`config.mk`:
```
export PLATFORM = sky130hd
export DESIGN_NAME = pc_fetch_seq
export DESIGN_NICKNAME = d
export VERILOG_FILES = /design/src/rtl/pc_fetch_seq.sv
export SDC_FILE = /design/constraint.sdc
export NUM_CORES = 1
export LEC_CHECK = 0
export ABC_AREA = 1
export CAP_MARGIN = 10
export CORE_UTILIZATION = 30
export DETAILED_ROUTE_END_ITERATION = 6
export PLACE_DENSITY = 0.62
export SETUP_SLACK_MARGIN = 0.15
export SYNTH_ARGS = -nofsm -noshare
export SYNTH_HDL_FRONTEND = slang
export SYNTH_SLANG_ARGS = --single-unit
```
`constraint.sdc`:
```
create_clock -name clk -period 1.8 [get_ports clk]
set_input_delay 0.18 -clock clk [delete_from_list [all_inputs] [get_ports clk]]
set_output_delay 0.18 -clock clk [all_outputs]
set_load 0.005 [all_outputs]
```
`src/rtl/pc_fetch_seq.sv`:
```
// pc_fetch_seq: IF-stage PC sequencer, one outstanding imem request.
// Build option DELAY_SLOT_EN delivers the redirect slot instead of squashing it.
module pc_fetch_seq #(
    parameter logic [31:0] RESET_PC = 32'h0000_3000
) (
    input  logic        clk,
    input  logic        reset,
    input  logic        stall_D,
    input  logic        redirect_valid,
    input  logic [31:0] redirect_pc,
    input  logic        imem_ack,
    input  logic [31:0] imem_rdata,
    output logic        imem_req,
    output logic [31:0] imem_addr,
    output logic [31:0] instr_F,
    output logic [31:0] pc_F,
    output logic        valid_F,
    output logic        fetch_busy,
    output logic        align_err
);

    localparam logic [1:0] IDLE = 2'd0;
    localparam logic [1:0] REQ  = 2'd1;
    localparam logic [1:0] HOLD = 2'd2;

    logic [1:0]  state;
    logic [31:0] fpc;
    logic        pend_v;
    logic [31:0] pend_pc;

    logic        in_req;
    logic        ack;
    logic        redir;
    logic        squash;
    logic [31:0] tgt;
    logic [31:0] seq_pc;

    assign in_req = (state == REQ);
    assign ack    = in_req & imem_ack;
    assign redir  = redirect_valid & ~stall_D;
    assign tgt    = {redirect_pc[31:2], 2'b00};
    assign seq_pc = fpc + 32'd4;

    // The slot is the fetch in flight when the redirect is honored,
    // either already pending or arriving on the ack cycle itself.
`ifdef DELAY_SLOT_EN
    assign squash = 1'b0;
`else
    assign squash = redir | pend_v;
`endif

    assign imem_req   = in_req;
    assign imem_addr  = fpc;
    assign fetch_busy = in_req & ~imem_ack;

    always_ff @(posedge clk) begin
        if (reset) begin
            state     <= IDLE;
            fpc       <= RESET_PC;
            pend_v    <= 1'b0;
            pend_pc   <= RESET_PC;
            pc_F      <= RESET_PC;
            instr_F   <= 32'd0;
            valid_F   <= 1'b0;
            align_err <= 1'b0;
        end else begin
            if (redir && (redirect_pc[1:0] != 2'b00)) begin
                align_err <= 1'b1;
            end

            // Decode consumes the F output on any unstalled cycle.
            if (ack) begin
                instr_F <= imem_rdata;
                pc_F    <= fpc;
                valid_F <= ~squash;
            end else if (!stall_D) begin
                valid_F <= 1'b0;
            end

            unique case (state)
                IDLE: begin
                    state <= REQ;
                    if (redir) begin
                        fpc <= tgt;
                    end
                end
                REQ: begin
                    if (imem_ack) begin
                        state  <= stall_D ? HOLD : REQ;
                        pend_v <= 1'b0;
                        if (redir) begin
                            fpc <= tgt;
                        end else if (pend_v) begin
                            fpc <= pend_pc;
                        end else begin
                            fpc <= seq_pc;
                        end
                    end else if (redir) begin
                        pend_v  <= 1'b1;
                        pend_pc <= tgt;
                    end
                end
                HOLD: begin
                    if (!stall_D) begin
                        state <= REQ;
                        if (redir) begin
                            fpc <= tgt;
                        end
                    end
                end
                default: begin
                    state <= IDLE;
                end
            endcase
        end
    end

endmodule
```
### After elaboration in Yosys (flattened, before gate mapping)

Cells that the tools add are included.

* word-level logic and storage cells: 44
* input bits: 69
* output and inout bits: 100
* bits in registers: 131

* equal/unequal tests: 5
* multiplexer cells: 14
* add/subtract/negate cells: 1
* reduce and logical (&&, ||, !) cells: 9
* bitwise operators: 7

Operator list (count)
* 32-bit two-way mux: 5
* 32-bit one-hot mux with 3 select lines: 1
* 32-bit by 3-bit adder with 32-bit output (second input constant): 1
* 2-bit two-way mux: 3
* 2-bit one-hot mux with 3 select lines: 1
* 3-bit AND reduction: 2
* 1-bit two-way mux: 4
* 2-bit != test (second input constant): 2
* 2-bit AND reduction: 2
* 2-bit nonzero test: 2
* 1-bit bitwise AND: 3
* 1-bit NOT: 3
* 3-bit nonzero test: 1
* 2-bit by 1-bit equality test with 1-bit output (second input constant): 1
* 2-bit equality test (second input constant): 1
* 2-bit zero test: 1
* 2-bit by 1-bit != test with 1-bit output (second input constant): 1
* 1-bit logical AND: 1
* 1-bit OR: 1

### Logic depth before layout (Yosys ltp)

* word-level depth: 5
* gate-level depth with buffers: 11
* mapped depth without buffers: 10

### Worst setup path before layout

OpenSTA, ideal clock, no wires.

* path type: reg2reg
* start: reg fpc[3] (netlist: imem_addr[3])
* end: reg fpc[12] (netlist: imem_addr[12])
* required time: 1.688 ns
* arrival: 1.327 ns
* setup time: 0.112 ns
* path buffers: 0
* clock period less this slack: 1.439 ns
* cell stages (with the launch flop): 11
* slack: 0.361 ns
* cells stage by stage: dfxtp_1 ha_1 nand2_2 nor2_8 nand2_4 nor2_4 a21oi_1 o21ai_0 nand2_1 nand2_1 nand2_1

* cells in the longest elaborated chain, start to end: 5

Ends and longest elaborated chain
* start: declaration: RTL line 27 `logic [31:0] fpc;`
* start signal: assignment: RTL line 84 `fpc <= tgt;`
* start signal: assignment: RTL line 92 `fpc <= tgt;`
* start signal: assignment: RTL line 94 `fpc <= pend_pc;`
* 32-bit by 3-bit adder with 32-bit output: RTL line 42 `assign seq_pc = fpc + 32'd4;`
* 32-bit two-way mux: RTL line 93 `end else if (pend_v) begin`
* 32-bit two-way mux: RTL line 91 `if (redir) begin`
* 32-bit two-way mux: RTL line 88 `if (imem_ack) begin`
* 32-bit one-hot mux with 3 select lines: RTL line 80 `unique case (state)`

No other way between the ends. The select of a mux whose other input is x is not followed.
A chain may end at the register's enable or synchronous reset.

### Worst setup path in the final report

* start: reg fpc[18] (netlist: imem_addr[18])
* end: out imem_addr[18]

RTL lines
* end: declaration: RTL line 14 `output logic [31:0] imem_addr,`

No word-level cell between the ends.

==> flow_summary.ini <==
[run_status]
outcome = complete, no violations

[setup_path]
crit_family = buffers and inverters
path_cells = buf_4 -> clkdlybuf4s50_1
end_kind = output pin
critPathMaxFanout = 4
startpoint_type = flip-flop
crit_type = flip-flop to output pin
path_buf_inv = 2
slowest_stage = clkdlybuf4s50_1
worst_ep_required_time_ns = 1.62
cpPeakStageDelay_ns = 0.50
cp.arrival_ns = 1.43

[timing]
fmax_ghz = 0.622
hold_violations = 0
slew_violations = 0
fin_worst_skew_ns = 0.00893
fin_crit_sh = 0.893
rsz0062_at_grt = true
setup_viol = 0
tns_ns = 0
min_period_ns = 1.61

[global_routing]
first_global_vias = 5451
grt_max_degree = 83
grtUsageTotal = 0.179
grt_pass1_wl_um = 28400
overflow = 0
antenna_found_initial = 0

[floorplanning]
coreArea_mm2 = 0.0196
die-area_mm2 = 0.0207
die_w_um = 144
die_h_um = 144
ios = 169
initial_core_util = 0.308
rows = 51

[synthesis]
ys_seq_area_frac = 0.421
yosys.cell_types.count = 39
postSynthAreaPerCell_um2 = 6.87
ys_warn_count = 0
synth_area_mm2 = 0.00604
syn-instance-count = 879
synth-seq-cells = 127

[clock_network]
cts.clk_slew.worst_paths_ns = 0.06
cts_tree = yes
cts_hold_buf = 0
clk_path_buf_depth = 2
clock_latency_ns = 0.42
clock_sinks = 127
cts-root-buf = clkbuf_16
cts-buffers-inserted = 17
htreeDepth = 4

[layout]
nets = 1118
utilization = 0.447
insertedDiodeCount = 0
drive_gt1_frac = 0.123
final_cells = 1326
syn_to_final_growth_pct = 44.9
stdcell_area_mm2 = 0.00875
fillers = 2018
multi_input_area_mm2 = 0.00291
final-seq-area_mm2 = 0.00258

[placed_design]
dpl_cell_area_mm2 = 0.00801
gp_congestion = 0.831
numPortBuffers = 164
dp_cells = 1288
dp_hpwl_um = 13300

[pwr]
p_per_area_mw_per_mm2 = 914
p_leak_nw = 3.54
finalPower_mw = 8.00
peakVddDrop_v = 0.000480

[routing]
drt_iter0_drc = 470
ant_nets = 0
post_drt_wl_per_cell_um = 14.2
drc = 0
num_vias = 6122
drt-total-wl_um = 18800
via_per_inst = 4.62
first_pass_iters = 6

[hold_path]
hold_path.class = input port to flip-flop

[flow_run]
maxCapViolCount = 0
## Yosys cell counts (all sizes together)
| library cell | instances | area (µm²) |
|---|---|---|
| o211ai | 3 | 22.5 |
| a31oi | 2 | 12.5 |
| o21ai | 88 | 440 |
| buf | 34 | 225 |
| o311ai | 1 | 8.76 |
| ha | 1 | 12.5 |
| inv | 83 | 314 |
| a21oi | 140 | 708 |
| xnor2 | 3 | 26.3 |
| and2 | 1 | 6.26 |
| conb | 1 | 3.75 |
| clkinv | 3 | 11.3 |
| o22ai | 2 | 12.5 |
| nand3 | 41 | 210 |
| xor2 | 1 | 8.76 |
| a211oi | 2 | 15.0 |
| dfxtp | 127 | 2540 |
| nand4 | 1 | 6.26 |
| clkbuf | 19 | 72.6 |
| or2 | 1 | 6.26 |
| o21bai | 4 | 33.8 |
| o21a | 1 | 7.51 |
| nor2 | 66 | 343 |
| nand2 | 254 | 991 |
## tightest hold or removal path, stage by stage
cell and delay (ns):
buf_2 0.09, inv_2 0.04, buf_12 0.17, nand3_1 0.10
## through the flow
| step | setup slack [ns] | hold slack, ns |
|---|---|---|
| floorplan | 0.361 | 0.306 |
| global placement | 0.0312 | 0.439 |
| detailed placement | -0.00764 | 0.444 |
| CTS | 0.155 | 0.237 |
| global route | 0.113 | 0.247 |
| finish | 0.192 | 0.206 |
## worst paths after layout
kind	from	endpoint	slack [ns]	depth (start not counted)
hold / removal	reset	pc_F[12]	0.21	4
setup / recovery	imem_addr[18]	imem_addr[18]	0.19	2
hold reg to reg	pend_pc[26]	pend_pc[26]	0.45	2
setup reg to reg	imem_addr[2]	imem_addr[16]	0.25	8
## repair_timing
item | 4_1_cts | 5_1_grt
cloned | 0 | 1
pin swaps | 1 | 2
setup buffers | 1 | 4
resized for setup | 16 | 24
endpoints found under the setup margin | 14 | 37
## per-layer routing
metal	wire, µm	part of all wire	GRT usage	vias to the layer above
met3	1160	0.061	0.0377	22
met2	8510	0.45	0.277	189
li1	-	-	-	3173
met4	325	0.017	0.0728	0
met5	0	0	0	-
met1	8850	0.47	0.239	2738
## registers in the layout (all words and copies together) (netlist names)
name,count
align_err,1
imem_addr,30
instr_F,32
pc_F,30
pend_pc,30
pend_v,1
state,2
valid_F,1
## layout by cell type, fill, tap and decap left out, types with 4 or more instances in the layout
cell / count
nand2_1: 243
clkdlybuf4s50_1: 156
a21oi_1: 136
dfxtp_1: 107
inv_1: 76
o21ai_0: 72
nor2_1: 51
nand3_1: 40
buf_4: 30
clkbuf_16: 18
o21ai_1: 16
dfxtp_2: 16
nand2_2: 8
nor2_4: 7
inv_2: 6
nor2_2: 6
clkinvlp_4: 5
inv_6: 5
dlymetal6s2s_1: 5
buf_12: 5
a21oi_2: 4
conb_1: 4
dfxtp_4: 4
## report_power, final
group / total [mW] / leakage (nW) / switching (mW) / internal, mW
sequential: 3.14 / 1.05 / 0.144 / 2.99
clock: 3.54 / 0.287 / 1.35 / 2.19
combinational: 1.32 / 2.21 / 0.662 / 0.660
total: 8.00 / 3.54 / 2.16 / 5.84
## cell families after synthesis
| kind of cell | count (synthesis) | share of synthesized area |
|---|---|---|
| other | 1 | 0.000621 |
| buffers and inverters | 139 | 0.103 |
| and+or+nand+nor | 364 | 0.259 |
| adders and majority gates | 1 | 0.00207 |
| xor gates and xnor gates | 4 | 0.00580 |
| DFF | 127 | 0.421 |
| AOI/OAI and AO/OA | 243 | 0.209 |
## cell type report
cell class / instances / share of cell area
Clock buffer: 17 / 0.0486
Clock inverter: 15 / 0.0209
Inverter: 86 / 0.0379
Multi-Input combinational cell: 616 / 0.332
Sequential cell: 127 / 0.294
Tap cell: 265 / 0.0379
Timing Repair Buffer: 200 / 0.228
Note: power is estimated with default switching activity, not from simulation.
